`src/rtl/avmm_burst_master_if.sv`:
```
// Avalon-MM burst bus bundle shared by the burst initiator and its register slaves.
interface avmm_if #(
  parameter int AW  = 16,
  parameter int DW  = 64,
  parameter int BCW = 4
);
  logic [AW-1:0]  address;
  logic           read;
  logic           write;
  logic [DW-1:0]  writedata;
  logic [BCW-1:0] burstcount;
  logic           waitrequest;
  logic [DW-1:0]  readdata;
  logic           readdatavalid;

  modport master (
    output address, read, write, writedata, burstcount,
    input  waitrequest, readdata, readdatavalid
  );

  modport slave (
    input  address, read, write, writedata, burstcount,
    output waitrequest, readdata, readdatavalid
  );
endinterface

```
`src/rtl/avmm_burst_master.sv`:
```
// Avalon-MM burst initiator: one read or write burst per command, with
// length checking and a stall timeout that aborts a hung burst.
module avmm_burst_master #(
  parameter int AW        = 16,
  parameter int DW        = 64,
  parameter int MAX_BURST = 8,
  parameter int BCW       = $clog2(MAX_BURST) + 1,
  parameter int TIMEOUT   = 1024
) (
  input  logic           clock,
  input  logic           reset,
  input  logic           cmd_valid,
  output logic           cmd_ready,
  input  logic           cmd_write,
  input  logic [AW-1:0]  cmd_addr,
  input  logic [BCW-1:0] cmd_len,
  input  logic [DW-1:0]  wr_data,
  input  logic           wr_valid,
  output logic           wr_ready,
  output logic [DW-1:0]  rd_data,
  output logic           rd_valid,
  output logic           done,
  output logic           error,
  avmm_if.master         bus
);

  localparam int TW = $clog2(TIMEOUT);
  localparam logic [TW-1:0]  TMO_LAST = TW'(TIMEOUT - 1);
  localparam logic [BCW-1:0] LEN_MAX  = BCW'(MAX_BURST);

  typedef enum logic [1:0] {
    IDLE    = 2'd0,
    WR      = 2'd1,
    RD_CMD  = 2'd2,
    RD_DATA = 2'd3
  } state_t;

  state_t         state_r, state_s;
  logic [AW-1:0]  addr_r, addr_s;
  logic [BCW-1:0] len_r, len_s;
  logic [BCW-1:0] beat_r, beat_s;
  logic [TW-1:0]  tmo_r, tmo_s;
  logic [DW-1:0]  rd_data_r, rd_data_s;
  logic           rd_valid_r, rd_valid_s;
  logic           done_r, done_s;
  logic           error_r, error_s;
  logic           bus_read_s, bus_write_s, wr_ready_s;
  logic           tmo_hit_s, last_beat_s;

  // Next-state, bus strobes and counter updates; a timeout takes priority over any beat.
  always_comb begin
    state_s     = state_r;
    addr_s      = addr_r;
    len_s       = len_r;
    beat_s      = beat_r;
    tmo_s       = tmo_r;
    rd_data_s   = rd_data_r;
    rd_valid_s  = 1'b0;
    done_s      = 1'b0;
    error_s     = 1'b0;
    bus_read_s  = 1'b0;
    bus_write_s = 1'b0;
    wr_ready_s  = 1'b0;
    tmo_hit_s   = (tmo_r == TMO_LAST);
    last_beat_s = (beat_r == (len_r - BCW'(1)));
    case (state_r)
      IDLE: begin
        if (cmd_valid) begin
          if ((cmd_len == BCW'(0)) || (cmd_len > LEN_MAX)) begin
            error_s = 1'b1;
          end else begin
            addr_s  = cmd_addr;
            len_s   = cmd_len;
            beat_s  = BCW'(0);
            tmo_s   = TW'(0);
            state_s = cmd_write ? WR : RD_CMD;
          end
        end else begin
          state_s = IDLE;
        end
      end
      WR: begin
        if (tmo_hit_s) begin
          state_s = IDLE;
          error_s = 1'b1;
        end else begin
          bus_write_s = wr_valid;
          wr_ready_s  = wr_valid && !bus.waitrequest;
          if (wr_ready_s) begin
            tmo_s  = TW'(0);
            beat_s = beat_r + BCW'(1);
            if (last_beat_s) begin
              state_s = IDLE;
              done_s  = 1'b1;
            end else begin
              state_s = WR;
            end
          end else begin
            tmo_s = tmo_r + TW'(1);
          end
        end
      end
      RD_CMD: begin
        if (tmo_hit_s) begin
          state_s = IDLE;
          error_s = 1'b1;
        end else begin
          bus_read_s = 1'b1;
          if (!bus.waitrequest) begin
            tmo_s   = TW'(0);
            state_s = RD_DATA;
          end else begin
            tmo_s = tmo_r + TW'(1);
          end
        end
      end
      RD_DATA: begin
        if (tmo_hit_s) begin
          state_s = IDLE;
          error_s = 1'b1;
        end else if (bus.readdatavalid) begin
          rd_valid_s = 1'b1;
          rd_data_s  = bus.readdata;
          tmo_s      = TW'(0);
          beat_s     = beat_r + BCW'(1);
          if (last_beat_s) begin
            state_s = IDLE;
            done_s  = 1'b1;
          end else begin
            state_s = RD_DATA;
          end
        end else begin
          tmo_s = tmo_r + TW'(1);
        end
      end
      default: begin
        state_s = IDLE;
      end
    endcase
  end

  // State and datapath registers with asynchronous reset.
  always_ff @(posedge clock or posedge reset) begin
    if (reset) begin
      state_r    <= IDLE;
      addr_r     <= '0;
      len_r      <= '0;
      beat_r     <= '0;
      tmo_r      <= '0;
      rd_data_r  <= '0;
      rd_valid_r <= 1'b0;
      done_r     <= 1'b0;
      error_r    <= 1'b0;
    end else begin
      state_r    <= state_s;
      addr_r     <= addr_s;
      len_r      <= len_s;
      beat_r     <= beat_s;
      tmo_r      <= tmo_s;
      rd_data_r  <= rd_data_s;
      rd_valid_r <= rd_valid_s;
      done_r     <= done_s;
      error_r    <= error_s;
    end
  end

  assign cmd_ready      = (state_r == IDLE);
  assign wr_ready       = wr_ready_s;
  assign rd_data        = rd_data_r;
  assign rd_valid       = rd_valid_r;
  assign done           = done_r;
  assign error          = error_r;
  assign bus.address    = addr_r;
  assign bus.burstcount = len_r;
  assign bus.read       = bus_read_s;
  assign bus.write      = bus_write_s;
  assign bus.writedata  = wr_data;

endmodule

```
`src/flat_wrapper.sv`:
```
// flat-port wrapper written by rule: the top's interface ports become plain ports
module avmm_burst_master_flat 
#(
  parameter int AW        = 16,
  parameter int DW        = 64,
  parameter int MAX_BURST = 8,
  parameter int BCW       = $clog2(MAX_BURST) + 1,
  parameter int TIMEOUT   = 1024
)
  (clock, reset, cmd_valid, cmd_ready, cmd_write, cmd_addr, cmd_len, wr_data, wr_valid, wr_ready, rd_data, rd_valid, done, error, bus_address, bus_read, bus_write, bus_writedata, bus_burstcount, bus_waitrequest, bus_readdata, bus_readdatavalid);
  avmm_if #(.AW(AW), .DW(DW), .BCW(BCW)) bus_i ();
  input  logic clock;
  input  logic reset;
  input  logic cmd_valid;
  output logic cmd_ready;
  input  logic cmd_write;
  input  logic [AW-1:0] cmd_addr;
  input  logic [BCW-1:0] cmd_len;
  input  logic [DW-1:0] wr_data;
  input  logic wr_valid;
  output logic wr_ready;
  output logic [DW-1:0] rd_data;
  output logic rd_valid;
  output logic done;
  output logic error;
  output wire logic [$bits(bus_i.address)-1:0] bus_address;
  output wire logic [$bits(bus_i.read)-1:0] bus_read;
  output wire logic [$bits(bus_i.write)-1:0] bus_write;
  output wire logic [$bits(bus_i.writedata)-1:0] bus_writedata;
  output wire logic [$bits(bus_i.burstcount)-1:0] bus_burstcount;
  input wire logic [$bits(bus_i.waitrequest)-1:0] bus_waitrequest;
  input wire logic [$bits(bus_i.readdata)-1:0] bus_readdata;
  input wire logic [$bits(bus_i.readdatavalid)-1:0] bus_readdatavalid;
  assign bus_address = bus_i.address;
  assign bus_read = bus_i.read;
  assign bus_write = bus_i.write;
  assign bus_writedata = bus_i.writedata;
  assign bus_burstcount = bus_i.burstcount;
  assign bus_i.waitrequest = bus_waitrequest;
  assign bus_i.readdata = bus_readdata;
  assign bus_i.readdatavalid = bus_readdatavalid;
  avmm_burst_master #(.AW(AW), .DW(DW), .MAX_BURST(MAX_BURST), .BCW(BCW), .TIMEOUT(TIMEOUT)) u_core (.clock(clock), .reset(reset), .cmd_valid(cmd_valid), .cmd_ready(cmd_ready), .cmd_write(cmd_write), .cmd_addr(cmd_addr), .cmd_len(cmd_len), .wr_data(wr_data), .wr_valid(wr_valid), .wr_ready(wr_ready), .rd_data(rd_data), .rd_valid(rd_valid), .done(done), .error(error), .bus(bus_i));
endmodule
```
`config.mk`:
```
export PLATFORM = sky130hd
export DESIGN_NAME = avmm_burst_master_flat
export DESIGN_NICKNAME = d
export VERILOG_FILES = /design/src/rtl/avmm_burst_master_if.sv /design/src/rtl/avmm_burst_master.sv /design/src/flat_wrapper.sv
export SDC_FILE = /design/constraint.sdc
export NUM_CORES = 1
export LEC_CHECK = 0
export ABC_AREA = 1
export BUFFER_PORTS_ARGS = -buffer_cell sky130_fd_sc_hd__buf_4
export CAP_MARGIN = 10
export CORE_MARGIN = 8
export CORE_UTILIZATION = 35
export CTS_CLUSTER_SIZE = 25
export DETAILED_ROUTE_END_ITERATION = 8
export MAX_ROUTING_LAYER = met4
export PLACE_DENSITY = 0.67
export SYNTH_ARGS = -nofsm -noshare
export SYNTH_HDL_FRONTEND = slang
export SYNTH_SLANG_ARGS = --single-unit
```
`constraint.sdc`:
```
create_clock -name clock -period 3.1 [get_ports clock]
set_input_delay 0.155 -clock clock [delete_from_list [all_inputs] [get_ports clock]]
set_output_delay 0.155 -clock clock [all_outputs]
set_load 0.01 [all_outputs]
```
==> results.cfg, run 1 <==
[floorplanning]
core-area_um2 = 14420
die_w_um = 136.9
start_util_pct = 35.47
die_h_um = 136.9
die_area_um2 = 18740
io_pins = 310
rows = 44

[detailed_routing]
avgRoutedWirePerCell_um = 14.63
drt_pre_antenna_iters = 4
ant_nets = 0
routed-via-count = 4062
drt_iter0_drc = 169
wl_um = 13370
vias_per_cell = 4.444
drc_errors = 0

[sta]
setup_tns_ns = 0
slew_headroom_pct = 52.50
setup_ws_ns = 1.044
fin_crit_ns = 2.056
whs_ns = 0.01443
finClkSkew_ns = 0.008225
finalHoldViolations = 0
post-route-period-util_pct = 66.34
fmax_mhz = 486.3
slew_viol_final = 0
setup_viol = 0
rsz0062_at_grt = false
tightest_slew_ns = 0.7125

[run_status]
status = completed

[placed_design]
dpl.hpwl_um = 9834
routabilityCongestion = 0.8191
io_buffers = 181
numPlacedInstances = 869
place_worst_setup_slack_ns = 1.132

[setup_path]
crit_chain = inv_6 -> nor2_1 -> nand2_1 -> a31oi_1 -> nand2_1 -> inv_1 -> buf_4
critPathLaunchType = flop
cpLargestDelayFamily = flip-flops
path_class = reg2out
crit_path_frequent_cell = nand2_1
cpPeakStageDelay_ns = 0.57
worstPathMaxFanout = 9
critPathRequiredTime_ns = 2.94
cp-end-kind = output pin
cp.arrival_ns = 1.90
r2r_end = u_core.done
r2r_slack_ns = 1.14
reg2reg_from = u_core.tmo_r[0]
worst-path-buf-inv = 3
critical_path_cell_count = 7
slowest_stage = dfrtp_1
ff2ff_path_depth = 9

[yosys]
synth_ff_type = dfrtp_1
synth.area.top_cells = dfrtp_1 50%, nand2_1 19%, buf_4 10%, mux2_4 3.5%, inv_1 2.4%
seq_area_frac_synth_pct = 50.38
synth_edf_count = 0
synthTopCellsByCount = 254 x nand2_1, 103 x dfrtp_1, 70 x buf_4, 33 x inv_1, 18 x nand3_1
ys_warn_count = 0
yosysTopAreaCellShare_pct = 50.38
synth_fp_nets = 739
yosysMostFrequentCell = nand2_1
netlist_instances = 581
synthArstFlopShare_pct = 100.0
yosysUniqueCellTypes = 32
netlist_area_um2 = 5116
yosys.area.top_type = dfrtp_1
syn_avg_cell_area_um2 = 8.806
ys_ff_latch = 103

[cells_and_area]
fill_cells = 1419
final_cell_count_no_fill = 914
layout.nets = 884
fin_util_pct = 46.77
num_antenna_cells = 0
multi_input_area_um2 = 1752
syn2layout_area_growth_pct = 31.87
area.sequential_um2 = 2577
drive_above_1_share_pct = 32.60

[clock_tree]
cts_made_buffers = 9
cts_root_buffer = clkbuf_16
htreeDepth = 3
cts_sinks = 103
cts_buffer_depth = 2
cts_tree = done
clock_latency_ns = 0.34
cts.clk_slew.worst_paths_ns = 0.07
post_cts_buffers = 0

[min_path]
min_from = bus_readdata[43]
holdPathStages = 3
min_path_type = in2reg
holdPathEnd = u_core.rd_data[43]

[global_routing]
antenna_found_initial = 0
grt_pass1_vias = 4095
grt_overflow = 0
track_usage_pct = 14.18
grt_start_max_net_pins = 66
grt_pass1_wl_um = 20490

[pwr]
powerDensity_nw_per_um2 = 923.4
ir_drop_uv = 452.1
p_leak_nw = 3.685

[flow_run]
cap_violations = 0
-- where the power goes --
part	internal, mW	total, mW	switching (mW)	leakage [nW]
sequential	1.92	2.28	0.366	1.29
clock	0.788	1.28	0.489	0.159
combinational	1.29	2.67	1.38	2.23
-- worst reg2reg max path: stages, from the launching register on --
cell and delay [ns]:
dfrtp_1 0.37, ha_1 0.21, nand2_2 0.10, nor2_4 0.15, nand3_4 0.12, nand3_2 0.10
buf_4 0.55, nand2_1 0.13, nand3_1 0.09, inv_1 0.04
-- logic make-up (layout without fill, tap and decap cells) --
kind of cell	Yosys count	in the layout	synth area share [%]
and+or+nand+nor	312	312	25.68
muxes	16	16	4.402
AOI/OAI and AO/OA	26	26	2.910
DFF	103	103	50.38
adders and majority gates	3	3	0.7338
buffers and inverters	118	267	15.38
xor gates and xnor gates	3	3	0.5137
-- state kept, by name, indices dropped and copies added, names as in the netlist, 2 cells and up --
name,cells
u_core.state_r,2
u_core.rd_data,64
u_core.beat_r,4
u_core.tmo_r,10
u_core.bus.burstcount,4
u_core.bus.address,16
-- cells in the final DEF, fill, tap and decap left out, drive strengths merged, types with 2 or more instances in the layout --
| cell | netlist | final |
|---|---|---|
| nand2 | 258 | 258 |
| buf | 81 | 186 |
| dfrtp | 103 | 103 |
| inv | 36 | 37 |
| dlygate4sd3 | 0 | 30 |
| nand3 | 22 | 22 |
| nor2 | 16 | 16 |
| mux2 | 16 | 16 |
| o21ai | 15 | 15 |
| clkbuf | 1 | 10 |
| a21oi | 9 | 9 |
| nand4 | 7 | 7 |
| nor3 | 4 | 4 |
| or2 | 3 | 3 |
| ha | 3 | 3 |
| bufinv | 0 | 3 |
| nand3b | 2 | 2 |
| xor2 | 2 | 2 |
-- final cells by class --
cell class | count | area share (%)
clock inverters | 5 | 1.576
well taps | 184 | 3.412
multi-input cells | 360 | 25.96
clock buffers | 10 | 3.394
repair buffers | 216 | 25.33
flip-flops and latches | 103 | 38.20
inverters | 36 | 2.114
-- worst max path at each step --
stage                     slack (ns)               end         startpoint
after global placement          1.16       u_core.done    u_core.tmo_r[0]
final                           1.04          wr_ready  u_core.state_r[0]
after floorplan                 0.24  u_core.beat_r[0]              reset
after CTS                       1.01          wr_ready  u_core.state_r[0]
after global routing            0.90          wr_ready  u_core.state_r[0]
after detailed placement        1.13       u_core.done    u_core.tmo_r[0]
-- through the flow --
step,power (mW),area [um2]
global placement,4.955,6111
finish,6.229,6746
CTS,6.326,6746
global route,6.680,6746
floorplan,3.838,5116
detailed placement,4.985,6111
-- per-layer routing --
metal	vias up	global-route usage, %	part of all wire (%)	wire length [um]
met4	0	4.466	1.6	208
met2	139	22.66	49	6562
met1	1870	16.47	41	5511
met3	23	4.956	8.1	1089
met5	-	-	0	0
li1	2030	-	-	-
-- repair_timing --
action	CTS	global route
endpoints found under the hold margin	80	0
hold buffers	30	0
gates resized for setup	0	0
Note: power is estimated with default switching activity, not from simulation.
==> inputs of run 2 (changes only) <==
Clock period 3.1 ns to 2 ns, I/O delays scaled along.
==> run 2 against run 1 <==
Core utilization is 3.7 points higher. Largest power group unchanged. Clock power is 34% higher. Non-clock buffer count is 54 higher. Flip-flop and latch count stayed put. Critical path type unchanged. Die area stayed put. Highest routed layer unchanged. Final cell count is 6.1% higher.
==> results.cfg, run 2 (synthesized netlist as in run 1, its figures left out) <==
[cells_and_area]
layout.nets = 938
drive_above_1_share_pct = 30.96
design_area_um2 = 7277
final_common_cell = nand2_1
final_cell_mix = 254 x nand2_1, 184 x buf_4, 102 x dfrtp_1
largest_register_ffs = 64
syn2layout_area_growth_pct = 42.24
fill_cells = 1315

[global_routing]
grt_start_max_net_pins = 104
antenna_found_initial = 0
grt_pass1_vias = 4444
grt_pass1_wl_um = 22360
grt_overflow = 0
track_usage_pct = 15.55

[clock_tree]
cts_root_buffer = clkbuf_16
cts_made_buffers = 9
clock_latency_ns = 0.35
post_cts_buffers = 0
cts_buffer_depth = 2
htreeDepth = 3
cts_sinks = 103
cts_tree = done
cts.clk_slew.worst_paths_ns = 0.07

[placed_design]
placed_area_um2 = 6165
dpl.hpwl_um = 9741
io_buffers = 181
routabilityCongestion = 0.7628

[floorplanning]
core-area_um2 = 14420
start_util_pct = 35.47
die_h_um = 136.9
io_pins = 310
die_area_um2 = 18740
die_w_um = 136.9
rows = 44

[detailed_routing]
vias_per_cell = 4.457
drc_errors = 0
routed-via-count = 4323
avgRoutedWirePerCell_um = 14.86
wl_um = 14420
ant_nets = 0
drt_iter0_drc = 181
drt_pre_antenna_iters = 4

[setup_path]
cpLargestDelayFamily = flip-flops
cp.arrival_ns = 1.69
cpPeakStageDelay_ns = 0.40
path_class = reg2out
r2r_slack_ns = 0.23
slowest_stage = dfrtp_1
critPathLaunchType = flop
crit_chain = ha_1 -> nand2_2 -> nor2_4 -> a31oi_1 -> nand2_1 -> inv_1 -> buf_4
critPathRequiredTime_ns = 1.90
cp-end-kind = output pin
worst-path-buf-inv = 2
worstPathMaxFanout = 4

[sta]
setup_viol = 0
slew_viol_final = 0
fmax_mhz = 558.5
fin_crit_ns = 1.790
slew_headroom_pct = 62.19
finalHoldViolations = 0
rsz0062_at_grt = false
tightest_slew_ns = 0.5672
post-route-period-util_pct = 89.52
setup_tns_ns = 0
finClkSkew_ns = 0.009347

[min_path]
min_path_type = in2reg

[pwr]
ir_drop_uv = 513.9
powerDensity_nw_per_um2 = 1316
p_leak_nw = 3.897

[flow_run]
cap_violations = 0

[run_status]
status = completed
## run 2: stage by stage
| stage | power [mW] | utilization [%] | hold WS (ns) | setup slack (ns) | instances |
|---|---|---|---|---|---|
| after floorplan | 5.950 | - | 0.2096 | 0.5334 | 581 |
| after global routing | 10.30 | 50.43 | 0.04626 | 0.04545 | 969 |
| after detailed placement | 7.792 | 42.74 | 0.2001 | 0.2292 | 871 |
| after CTS | 9.679 | 50.41 | 0.01437 | 0.03123 | 969 |
| after global placement | 7.726 | 42.74 | 0.2001 | 0.2885 | 871 |
| final | 9.578 | 50.45 | 0.03160 | 0.2095 | 970 |
## run 2: report_power, final
part | internal, mW | switching (mW) | leakage [nW] | total, mW
clock | 0.891 | 0.817 | 0.136 | 1.71
combinational | 2.13 | 2.20 | 2.47 | 4.33
sequential | 2.97 | 0.567 | 1.29 | 3.54
total | 6.00 | 3.58 | 3.90 | 9.58
## run 2: area by class of cell
| cell class | instances | area [um2] | area share [%] |
|---|---|---|---|
| Clock buffer | 11 | 242.7 | 3.336 |
| Sequential cell | 103 | 2579 | 35.44 |
| Timing Repair Buffer | 270 | 2282 | 31.36 |
| Multi-Input combinational cell | 360 | 1754 | 24.11 |
| Antenna cell | 1 | 2.502 | 0.03439 |
| Clock inverter | 5 | 42.54 | 0.5846 |
| Tap cell | 184 | 230.2 | 3.164 |
| Inverter | 36 | 143.9 | 1.977 |
## run 2: path summary, 6_finish.rpt
| check | start | end | cells after the start |
|---|---|---|---|
| setup / recovery | u_core.tmo_r[0] | wr_ready | 7 |
| hold / removal | cmd_len[1] | u_core.bus.burstcount[1] | 3 |
| setup reg to reg | u_core.tmo_r[0] | u_core.beat_r[3] | 8 |
| hold reg to reg | u_core.rd_data[55] | u_core.rd_data[55] | 2 |
| max in group asynchronous | reset | u_core.state_r[0] | 4 |
| min in group asynchronous | reset | u_core.rd_data[26] | 4 |
## run 2: worst reg2reg max path, delay by kind of cell, from the launching register on
family,cells,cell delay [ns]
AOI/OAI and AO/OA,1,0.13
adders and majority gates,1,0.21
buffers and inverters,1,0.07
DFF,1,0.38
and+or+nand+nor,5,0.86
## run 2: timing repair
| action | CTS | global route |
|---|---|---|
| hold buffers | 82 | 0 |
| endpoints found under the hold margin | 184 | 0 |
| endpoints found under the setup margin | 0 | 1 |
| gates resized for setup | 0 | 2 |
## run 2: per-layer routing
metal  share of wire, %  vias up  track usage (%)
li1                   -     2135                -
met1                 43     2013            18.83
met2                 47      148            24.24
met3                7.3       27            3.965
met4                2.4        0            6.578
met5                  0        -                -
